===== src/rtl/alu_issue_pkg.sv =====
// Shared encodings for the ALU issue stage: operand selects, ALU op codes,
// and the control half of a buffered issue entry.
package alu_issue_pkg;

  typedef enum logic [1:0] {
    ASEL_RS1      = 2'b00,
    ASEL_PC       = 2'b01,
    ASEL_ZERO     = 2'b10,
    ASEL_ZERO_ALT = 2'b11
  } asel_e;

  typedef enum logic [1:0] {
    BSEL_RS2  = 2'b00,
    BSEL_IMM  = 2'b01,
    BSEL_FOUR = 2'b10,
    BSEL_ZERO = 2'b11
  } bsel_e;

  localparam logic [3:0] ALU_ADD  = 4'h0;
  localparam logic [3:0] ALU_SUB  = 4'h1;
  localparam logic [3:0] ALU_SLL  = 4'h2;
  localparam logic [3:0] ALU_SLT  = 4'h3;
  localparam logic [3:0] ALU_SLTU = 4'h4;
  localparam logic [3:0] ALU_XOR  = 4'h5;
  localparam logic [3:0] ALU_SRL  = 4'h6;
  localparam logic [3:0] ALU_SRA  = 4'h7;
  localparam logic [3:0] ALU_OR   = 4'h8;
  localparam logic [3:0] ALU_AND  = 4'h9;

  // Source indices are stored as 0 when that operand did not come from the
  // register file, so an index-0 match doubles as "not bypassable".
  typedef struct packed {
    logic [3:0] ctr;
    logic [4:0] rd;
    logic       wen;
    logic [4:0] rs1_idx;
    logic [4:0] rs2_idx;
  } issue_ctl_t;

  function automatic logic fwd_hit(input logic       wen,
                                   input logic [4:0] rd,
                                   input logic [4:0] idx);
    return wen && (rd != 5'd0) && (rd == idx);
  endfunction

endpackage


===== src/rtl/skid_buf.sv =====
// Generic two-entry valid/ready skid buffer; output always comes from main.
// in_ready depends only on registered state. upd_* lets the owner rewrite held entries.
module skid_buf #(
  parameter int unsigned W = 8
) (
  input  logic         clk,
  input  logic         rst_n,
  input  logic         flush,
  input  logic         in_valid,
  output logic         in_ready,
  input  logic [W-1:0] in_data,
  output logic         out_valid,
  input  logic         out_ready,
  output logic [W-1:0] out_data,
  output logic [W-1:0] skid_data,
  input  logic         upd_en,
  input  logic [W-1:0] main_upd,
  input  logic [W-1:0] skid_upd
);

  logic         main_valid;
  logic         skid_valid;
  logic [W-1:0] main_q;
  logic [W-1:0] skid_q;
  logic         accept;
  logic         drain;
  logic [W-1:0] main_cur;
  logic [W-1:0] skid_cur;

  assign in_ready  = ~skid_valid;
  assign accept    = in_valid & in_ready;
  assign drain     = main_valid & out_ready;
  assign main_cur  = upd_en ? main_upd : main_q;
  assign skid_cur  = upd_en ? skid_upd : skid_q;
  assign out_valid = main_valid;
  assign out_data  = main_q;
  assign skid_data = skid_q;

  always_ff @(posedge clk or negedge rst_n) begin
    if (!rst_n) begin
      main_valid <= 1'b0;
      skid_valid <= 1'b0;
      main_q     <= '0;
      skid_q     <= '0;
    end else if (flush) begin
      main_valid <= 1'b0;
      skid_valid <= 1'b0;
    end else if (!main_valid) begin
      if (accept) begin
        main_valid <= 1'b1;
        main_q     <= in_data;
      end
    end else if (drain) begin
      if (skid_valid) begin
        main_q     <= skid_cur;
        skid_valid <= 1'b0;
      end else if (accept) begin
        main_q <= in_data;
      end else begin
        main_valid <= 1'b0;
      end
    end else begin
      // main is held: only a bypass rewrite can change it
      main_q <= main_cur;
      if (accept) begin
        skid_valid <= 1'b1;
        skid_q     <= in_data;
      end else if (skid_valid) begin
        skid_q <= skid_cur;
      end
    end
  end

endmodule


===== src/rtl/alu_issue_stage.sv =====
// ALU issue stage: resolves operand selects at capture and buffers entries in a skid buffer.
// Define ALU_ISSUE_FWD_EN to compile in the writeback bypass (capture and held entries).
module alu_issue_stage
  import alu_issue_pkg::*;
#(
  parameter int unsigned XLEN = 32
) (
  input  logic            clk,
  input  logic            rst_n,
  input  logic            flush,
  input  logic            in_valid,
  output logic            in_ready,
  input  logic [XLEN-1:0] in_pc,
  input  logic [XLEN-1:0] in_rs1,
  input  logic [XLEN-1:0] in_rs2,
  input  logic [XLEN-1:0] in_imm,
  input  logic [1:0]      in_asel,
  input  logic [1:0]      in_bsel,
  input  logic [4:0]      in_rs1_idx,
  input  logic [4:0]      in_rs2_idx,
  input  logic [4:0]      in_rd,
  input  logic            in_wen,
  input  logic [3:0]      in_alu_ctr,
  input  logic            fwd_wen,
  input  logic [4:0]      fwd_rd,
  input  logic [XLEN-1:0] fwd_data,
  output logic            out_valid,
  input  logic            out_ready,
  output logic [XLEN-1:0] out_a,
  output logic [XLEN-1:0] out_b,
  output logic [3:0]      out_alu_ctr,
  output logic [XLEN-1:0] out_pc,
  output logic [4:0]      out_rd,
  output logic            out_wen
);

  typedef struct packed {
    logic [XLEN-1:0] pc;
    logic [XLEN-1:0] a;
    logic [XLEN-1:0] b;
    issue_ctl_t      ctl;
  } entry_t;

  localparam int unsigned W = $bits(entry_t);

  entry_t cap;
  entry_t main_e;
  entry_t skid_e;
  entry_t main_upd;
  entry_t skid_upd;
  logic   upd_en;

  always_comb begin
    cap             = '0;
    cap.pc          = in_pc;
    cap.ctl.ctr     = in_alu_ctr;
    cap.ctl.rd      = in_rd;
    cap.ctl.wen     = in_wen;
    case (asel_e'(in_asel))
      ASEL_RS1: cap.a = in_rs1;
      ASEL_PC:  cap.a = in_pc;
      default:  cap.a = '0;
    endcase
    case (bsel_e'(in_bsel))
      BSEL_RS2:  cap.b = in_rs2;
      BSEL_IMM:  cap.b = in_imm;
      BSEL_FOUR: cap.b = XLEN'(4);
      default:   cap.b = '0;
    endcase
`ifdef ALU_ISSUE_FWD_EN
    if (asel_e'(in_asel) == ASEL_RS1) begin
      cap.ctl.rs1_idx = in_rs1_idx;
      if (fwd_hit(fwd_wen, fwd_rd, in_rs1_idx)) cap.a = fwd_data;
    end
    if (bsel_e'(in_bsel) == BSEL_RS2) begin
      cap.ctl.rs2_idx = in_rs2_idx;
      if (fwd_hit(fwd_wen, fwd_rd, in_rs2_idx)) cap.b = fwd_data;
    end
`endif
  end

`ifdef ALU_ISSUE_FWD_EN
  // Held entries keep listening to writeback until they leave the stage.
  always_comb begin
    main_upd = main_e;
    skid_upd = skid_e;
    if (fwd_hit(fwd_wen, fwd_rd, main_e.ctl.rs1_idx)) main_upd.a = fwd_data;
    if (fwd_hit(fwd_wen, fwd_rd, main_e.ctl.rs2_idx)) main_upd.b = fwd_data;
    if (fwd_hit(fwd_wen, fwd_rd, skid_e.ctl.rs1_idx)) skid_upd.a = fwd_data;
    if (fwd_hit(fwd_wen, fwd_rd, skid_e.ctl.rs2_idx)) skid_upd.b = fwd_data;
  end
  assign upd_en = 1'b1;
`else
  logic unused_fwd;
  assign unused_fwd = ^{fwd_wen, fwd_rd, fwd_data, in_rs1_idx, in_rs2_idx};
  assign main_upd   = main_e;
  assign skid_upd   = skid_e;
  assign upd_en     = 1'b0;
`endif

  skid_buf #(
    .W(W)
  ) u_skid_buf (
    .clk       (clk),
    .rst_n     (rst_n),
    .flush     (flush),
    .in_valid  (in_valid),
    .in_ready  (in_ready),
    .in_data   (cap),
    .out_valid (out_valid),
    .out_ready (out_ready),
    .out_data  (main_e),
    .skid_data (skid_e),
    .upd_en    (upd_en),
    .main_upd  (main_upd),
    .skid_upd  (skid_upd)
  );

  assign out_a       = main_e.a;
  assign out_b       = main_e.b;
  assign out_pc      = main_e.pc;
  assign out_alu_ctr = main_e.ctl.ctr;
  assign out_rd      = main_e.ctl.rd;
  assign out_wen     = main_e.ctl.wen;

endmodule


===== config.mk =====
export PLATFORM = sky130hd
export DESIGN_NAME = alu_issue_stage
export DESIGN_NICKNAME = d
export VERILOG_FILES = /design/src/rtl/alu_issue_pkg.sv /design/src/rtl/skid_buf.sv /design/src/rtl/alu_issue_stage.sv
export SDC_FILE = /design/constraint.sdc
export NUM_CORES = 1
export LEC_CHECK = 0
export CAP_MARGIN = 40
export CORE_ASPECT_RATIO = 0.5
export CORE_MARGIN = 2
export CORE_UTILIZATION = 54
export CTS_CLUSTER_DIAMETER = 200
export CTS_CLUSTER_SIZE = 40
export DETAILED_ROUTE_END_ITERATION = 7
export PLACE_DENSITY = 0.91
export SKIP_LAST_GASP = 1
export SLEW_MARGIN = 20
export SYNTH_ARGS = -nofsm -noshare
export SYNTH_HDL_FRONTEND = slang
export SYNTH_HIERARCHICAL = 1
export SYNTH_SLANG_ARGS = --single-unit
export TNS_END_PERCENT = 30

===== constraint.sdc =====
create_clock -name clk -period 2.1 [get_ports clk]
set_input_delay 0.315 -clock clk [delete_from_list [all_inputs] [get_ports clk]]
set_output_delay 0.315 -clock clk [all_outputs]
set_load 0.03 [all_outputs]

==> results of run 1 <==
-- timing repair --
item / CTS / global route
endpoints found under the setup margin: 0 / 2
hold buffers: 1 / 0
gates resized for setup: 0 / 1
hold endpoints to repair: 45 / 0
-- flip-flops by register name, summed over array words and instances, names as in the netlist --
| name | flops |
|---|---|
| u_skid_buf/out_valid | 1 |
| u_skid_buf/skid_valid | 1 |
| u_skid_buf/out_data | 106 |
| u_skid_buf/skid_data | 106 |
-- through the flow --
stage               TNS (ns)  utilization  setup slack, ns
global placement      -18.63        0.644           -0.199
floorplan                  0            -           0.0713
CTS                        0        0.654           0.0326
finish                     0        0.654           0.0424
detailed placement    -29.18        0.645           -0.265
global route        -0.00427        0.654         -0.00427
-- cell type report --
| type | count | area (sq um) |
|---|---|---|
| Inverter | 108 | 410 |
| Fill cell | 2191 | 9960 |
| Clock inverter | 1 | 30.0 |
| Sequential cell | 214 | 5360 |
| Timing Repair Buffer | 305 | 3290 |
| Antenna cell | 1 | 2.50 |
| Clock buffer | 10 | 229 |
| Tap cell | 391 | 489 |
| Multi-Input combinational cell | 999 | 9020 |
-- final timing paths --
check                                           from                         to  cells past startpoint
setup / recovery             u_skid_buf/out_data[52]                   out_a[0]                      1
hold / removal                                 rst_n    u_skid_buf/out_data[69]                      2
setup reg to reg                u_skid_buf/out_valid    u_skid_buf/out_data[33]                      4
hold reg to reg            u_skid_buf/skid_data[101]  u_skid_buf/skid_data[101]                      1
max in group asynchronous                      rst_n    u_skid_buf/out_data[65]                      3
min in group clk                            in_valid       u_skid_buf/out_valid                      4
-- layer usage --
metal	global-route usage	vias up
met5	0	-
li1	-	6026
met2	0.496	597
met3	0.0321	146
met1	0.372	6662
met4	0.145	0
-- power by group --
| part | leakage, nW | total [mW] | switching (mW) | internal (mW) |
|---|---|---|---|---|
| Clock | 0.124 | 2.24 | 1.42 | 0.819 |
| Combinational | 5.59 | 6.20 | 3.17 | 3.03 |
| Sequential | 2.62 | 6.07 | 1.03 | 5.03 |
| Total | 8.34 | 14.5 | 5.63 | 8.88 |
==> flow_summary.json, run 1 <==
{
  "outcome": "finished, violations left",
  "violated_checks": "slew limit",
  "global_route.overflow_total": 0,
  "dpl_cells": 2016,
  "cp_slowest_stage_delay_ns": 0.81,
  "layout-area-overhead-vs-synth_pct": 20.0,
  "clock_sinks": 214,
  "holdCritPathClass": "in2async",
  "detailroute.wirelength.met2_um": 22300,
  "worst_setup_hold_path_clk_slew_ns": 0.16,
  "hpwl_detailed_um": 28000,
  "place_congestion": 0.778,
  "slowest_stage": "clkdlybuf4s50_1",
  "grt_util_all_layers": 0.293,
  "critPathKind": "reg2out",
  "detailroute.wirelength.met3_um": 2550,
  "ys_warn_count": 6,
  "maxSlewViolCount": 106,
  "first_global_vias": 13800,
  "post_synth.cell_area_avg_sq_um": 10.5,
  "layout-drive-gt1-share": 0.161,
  "cts.htree.levels": 1,
  "slew_at_the_pin_with_the_worst_max_slew_slack_ns": 6.81,
  "mappedNetlistArea_sq_um": 15700,
  "num_rows": 44,
  "core_region_area_sq_um": 28800,
  "grt_max_degree": 216,
  "top_sig_layer": "met4",
  "initial_antenna_violation_count": 1,
  "numCtsBuffers": 9,
  "drv_cap": 0,
  "stdcell_count": 2029,
  "drtIter0Drc": 1378,
  "vdd_ir_max_v": 0.000527,
  "period_utilization": 0.980,
  "design.die.area_sq_um": 30500,
  "pin_count": 303,
  "worstPathCellList": "clkdlybuf4s50_1",
  "critical_path_arrival_ns": 1.74,
  "postSynthCellCount": 1502,
  "routedWlPerCell_um": 22.6,
  "clock_tree_from_tritoncts": "built",
  "timing.clock.skew_ns": 0.0493,
  "start_util": 0.545,
  "post-route-min-period_ns": 2.06,
  "worstSkewPairLatency_ns": 0.50,
  "clk_path_buf_depth": 3,
  "timing.final.setup_violations": 0,
  "relSlewSlack": -3.56,
  "critPathCaptureType": "output port",
  "required_ns": 1.78,
  "post-route-cell-area_sq_um": 18800,
  "timing.critical_path.fanout_max": 4,
  "hold_violations": 0,
  "critPathLaunchType": "flip-flop",
  "worst_path_dominant_cell_family": "buffers and inverters",
  "routed_wirelength_um": 45900,
  "max_freq_mhz": 486,
  "cts.repair_timing.setup_buffer_count": 0,
  "unrepaired_setup_endpoints_after_global_routing": "true",
  "drc": 0,
  "num_vias": 13400,
  "first_pass_grt_wire_length_um": 73500,
  "fin_nets": 1832,
  "final_common_cell": "mux2i_1",
  "x_dimension_of_the_die_um": 245,
  "fp.dieH_um": 125,
  "most-common-layout-cells": "mux2i_1 (275), clkdlybuf4s50_1 (249), dfrtp_1 (213)",
  "via_per_inst": 6.62,
  "internal_reg_to_reg_setup_slack_ns": 0.08,
  "root_buffer": "clkbuf_16",
  "antenna_violating_nets_post_route": 0,
  "power_per_cell_area_nw_per_um2": 770,
  "portBuffers": 254,
  "wire_length_on_met1_um": 18800,
  "detail_route.first_pass.iterations": 5,
  "crit_buf_inv": 1,
  "dpl-instance-area_sq_um": 18600,
  "power.leakage_nw": 8.34,
  "finalHoldWorstSlack_ns": 0.294,
  "total_power_mw": 14.5
}
Note: power is estimated with default switching activity, not from simulation.
==> run 2, diff against run 1 <==
clock period = 2.2 ns   (was 2.1 ns; I/O delays follow)
==> flow_summary.json, run 2 (synthesized netlist as in run 1, its figures left out) <==
{
  "placement.setup.worst_slack_ns": -0.166,
  "timing.clock.skew_ns": 0.0420,
  "power_frac_comb": 0.425,
  "violated_checks": "slew limit",
  "global_route.overflow_total": 0,
  "total_power_mw": 13.8,
  "crit_buf_inv": 1,
  "timing.critical_path.fanout_max": 4,
  "critPathCaptureType": "output port",
  "num_rows": 44,
  "fin_ws_ns": 0.138,
  "critPathLaunchType": "flip-flop",
  "power_per_cell_area_nw_per_um2": 735,
  "first_pass_grt_wire_length_um": 72000,
  "first_global_vias": 13500,
  "clock_sinks": 214,
  "num_vias": 13300,
  "slowest_stage": "clkdlybuf4s50_1",
  "unrepaired_setup_endpoints_after_global_routing": "false",
  "relSlewSlack": -3.56,
  "initial_antenna_violation_count": 1,
  "required_ns": 1.87,
  "vdd_ir_max_v": 0.000492,
  "layout-area-overhead-vs-synth_pct": 19.5,
  "holdCritPathClass": "in2reg",
  "power.leakage_nw": 8.30,
  "grt_max_degree": 216,
  "cp_slowest_stage_delay_ns": 0.79,
  "place_congestion": 0.791,
  "clock_tree_from_tritoncts": "built",
  "maxSlewViolCount": 106,
  "critPathKind": "reg2out",
  "hpwl_detailed_um": 27300,
  "post-route-min-period_ns": 2.06,
  "core_region_area_sq_um": 28800,
  "via_per_inst": 6.58,
  "outcome": "finished, violations left",
  "portBuffers": 254,
  "start_util": 0.545,
  "power.share.clock": 0.155,
  "fin_nets": 1828,
  "x_dimension_of_the_die_um": 245,
  "worst_setup_hold_path_clk_slew_ns": 0.16,
  "drtIter0Drc": 1180,
  "grt_util_all_layers": 0.286,
  "root_buffer": "clkbuf_16",
  "layout-drive-gt1-share": 0.159,
  "worstPathCellList": "clkdlybuf4s50_1",
  "final_common_cell": "mux2i_1",
  "hold_violations": 0,
  "design.die.area_sq_um": 30500,
  "period_utilization": 0.937,
  "routed_wirelength_um": 44900,
  "numCtsBuffers": 9,
  "clk_path_buf_depth": 3,
  "cts.htree.levels": 1,
  "pin_count": 303,
  "antenna_violating_nets_post_route": 0,
  "p_int_mw": 8.47,
  "slew_at_the_pin_with_the_worst_max_slew_slack_ns": 6.80,
  "worst_path_dominant_cell_family": "buffers and inverters",
  "max_freq_mhz": 485,
  "total_net_switching_power_mw": 5.33,
  "sw_frac_of_total": 0.386,
  "timing.final.setup_violations": 0,
  "most-common-layout-cells": "mux2i_1 (275), clkdlybuf4s50_1 (249), dfrtp_1 (213)",
  "drc": 0,
  "power_frac_seq": 0.420,
  "routedWlPerCell_um": 22.2,
  "fp.dieH_um": 125,
  "detail_route.first_pass.iterations": 5,
  "drv_cap": 0,
  "critical_path_arrival_ns": 1.73,
  "worstSkewPairLatency_ns": 0.50,
  "cts.repair_timing.setup_buffer_count": 0
}
[run 2: cell types whose count changed in the layout (fill, tap and decap cells not counted)]
cell    before  now
buf_16       1    0
buf_12      28   27
inv_6        1    0
inv_4        0    1
buf_4       22   20
[run 2: per-stage QoR]
step / util / hold WS [ns] / std cells / TNS [ns] / area [sq um]
finish: 0.652 / 0.351 / 2025 / 0 / 18800
global route: 0.652 / 0.359 / 2025 / 0 / 18800
CTS: 0.652 / 0.344 / 2024 / 0 / 18800
detailed placement: 0.642 / 0.312 / 2012 / -10.07 / 18500
global placement: 0.642 / 0.311 / 2012 / -3.92 / 18500
floorplan: - / 0.0344 / 1503 / 0 / 15700
[run 2: cell type report]
type,count,area [sq um]
repair buffers,301,3230
inverters,108,408
fillers,2158,10000
flip-flops and latches,214,5360
well taps,391,489
clock inverters,1,30.0
diodes,1,2.50
clock buffers,10,229
multi-input cells,999,9020
[run 2: worst min-delay path: stages]
cell and delay (ns):
clkbuf_8 0.15, and3b_1 0.17, a31oi_1 0.04, o2bb2ai_1 0.13
[run 2: path summary, 6_finish.rpt]
check	from	to	slack, ns	cells after the start
worst max-delay path	u_skid_buf/out_data[52]	out_a[0]	0.14	1
worst min-delay path	in_valid	u_skid_buf/skid_data[12]	0.35	4
worst max register to register	u_skid_buf/out_valid	u_skid_buf/out_data[79]	0.20	5
worst min register to register	u_skid_buf/skid_data[79]	u_skid_buf/skid_data[79]	0.55	1
max in group asynchronous	rst_n	u_skid_buf/skid_data[75]	1.16	3
min in group asynchronous	rst_n	u_skid_buf/skid_data[98]	0.37	2
[run 2: power by group through the flow]
| stage | combinational (mW) | sequential [mW] | clock (mW) |
|---|---|---|---|
| finish | 5.87 | 5.79 | 2.14 |
| global route | 6.22 | 5.94 | 2.30 |
| CTS | 5.83 | 5.77 | 2.17 |
| detailed placement | 5.81 | 5.84 | 0 |
| global placement | 5.63 | 5.78 | 0 |
| floorplan | 2.85 | 6.61 | 0 |
[run 2: metal layers]
metal  GRT usage  vias up  share of wire
met5           0        -              0
met3      0.0250      121          0.052
met2       0.495      551           0.49
met1       0.368     6613           0.42
li1            -     6034              -
met4       0.122        0          0.040
[run 2: repair_timing]
item,4_1_cts,5_1_grt
resized for setup,0,0
hold endpoints to repair,50,0
hold buffers,1,0
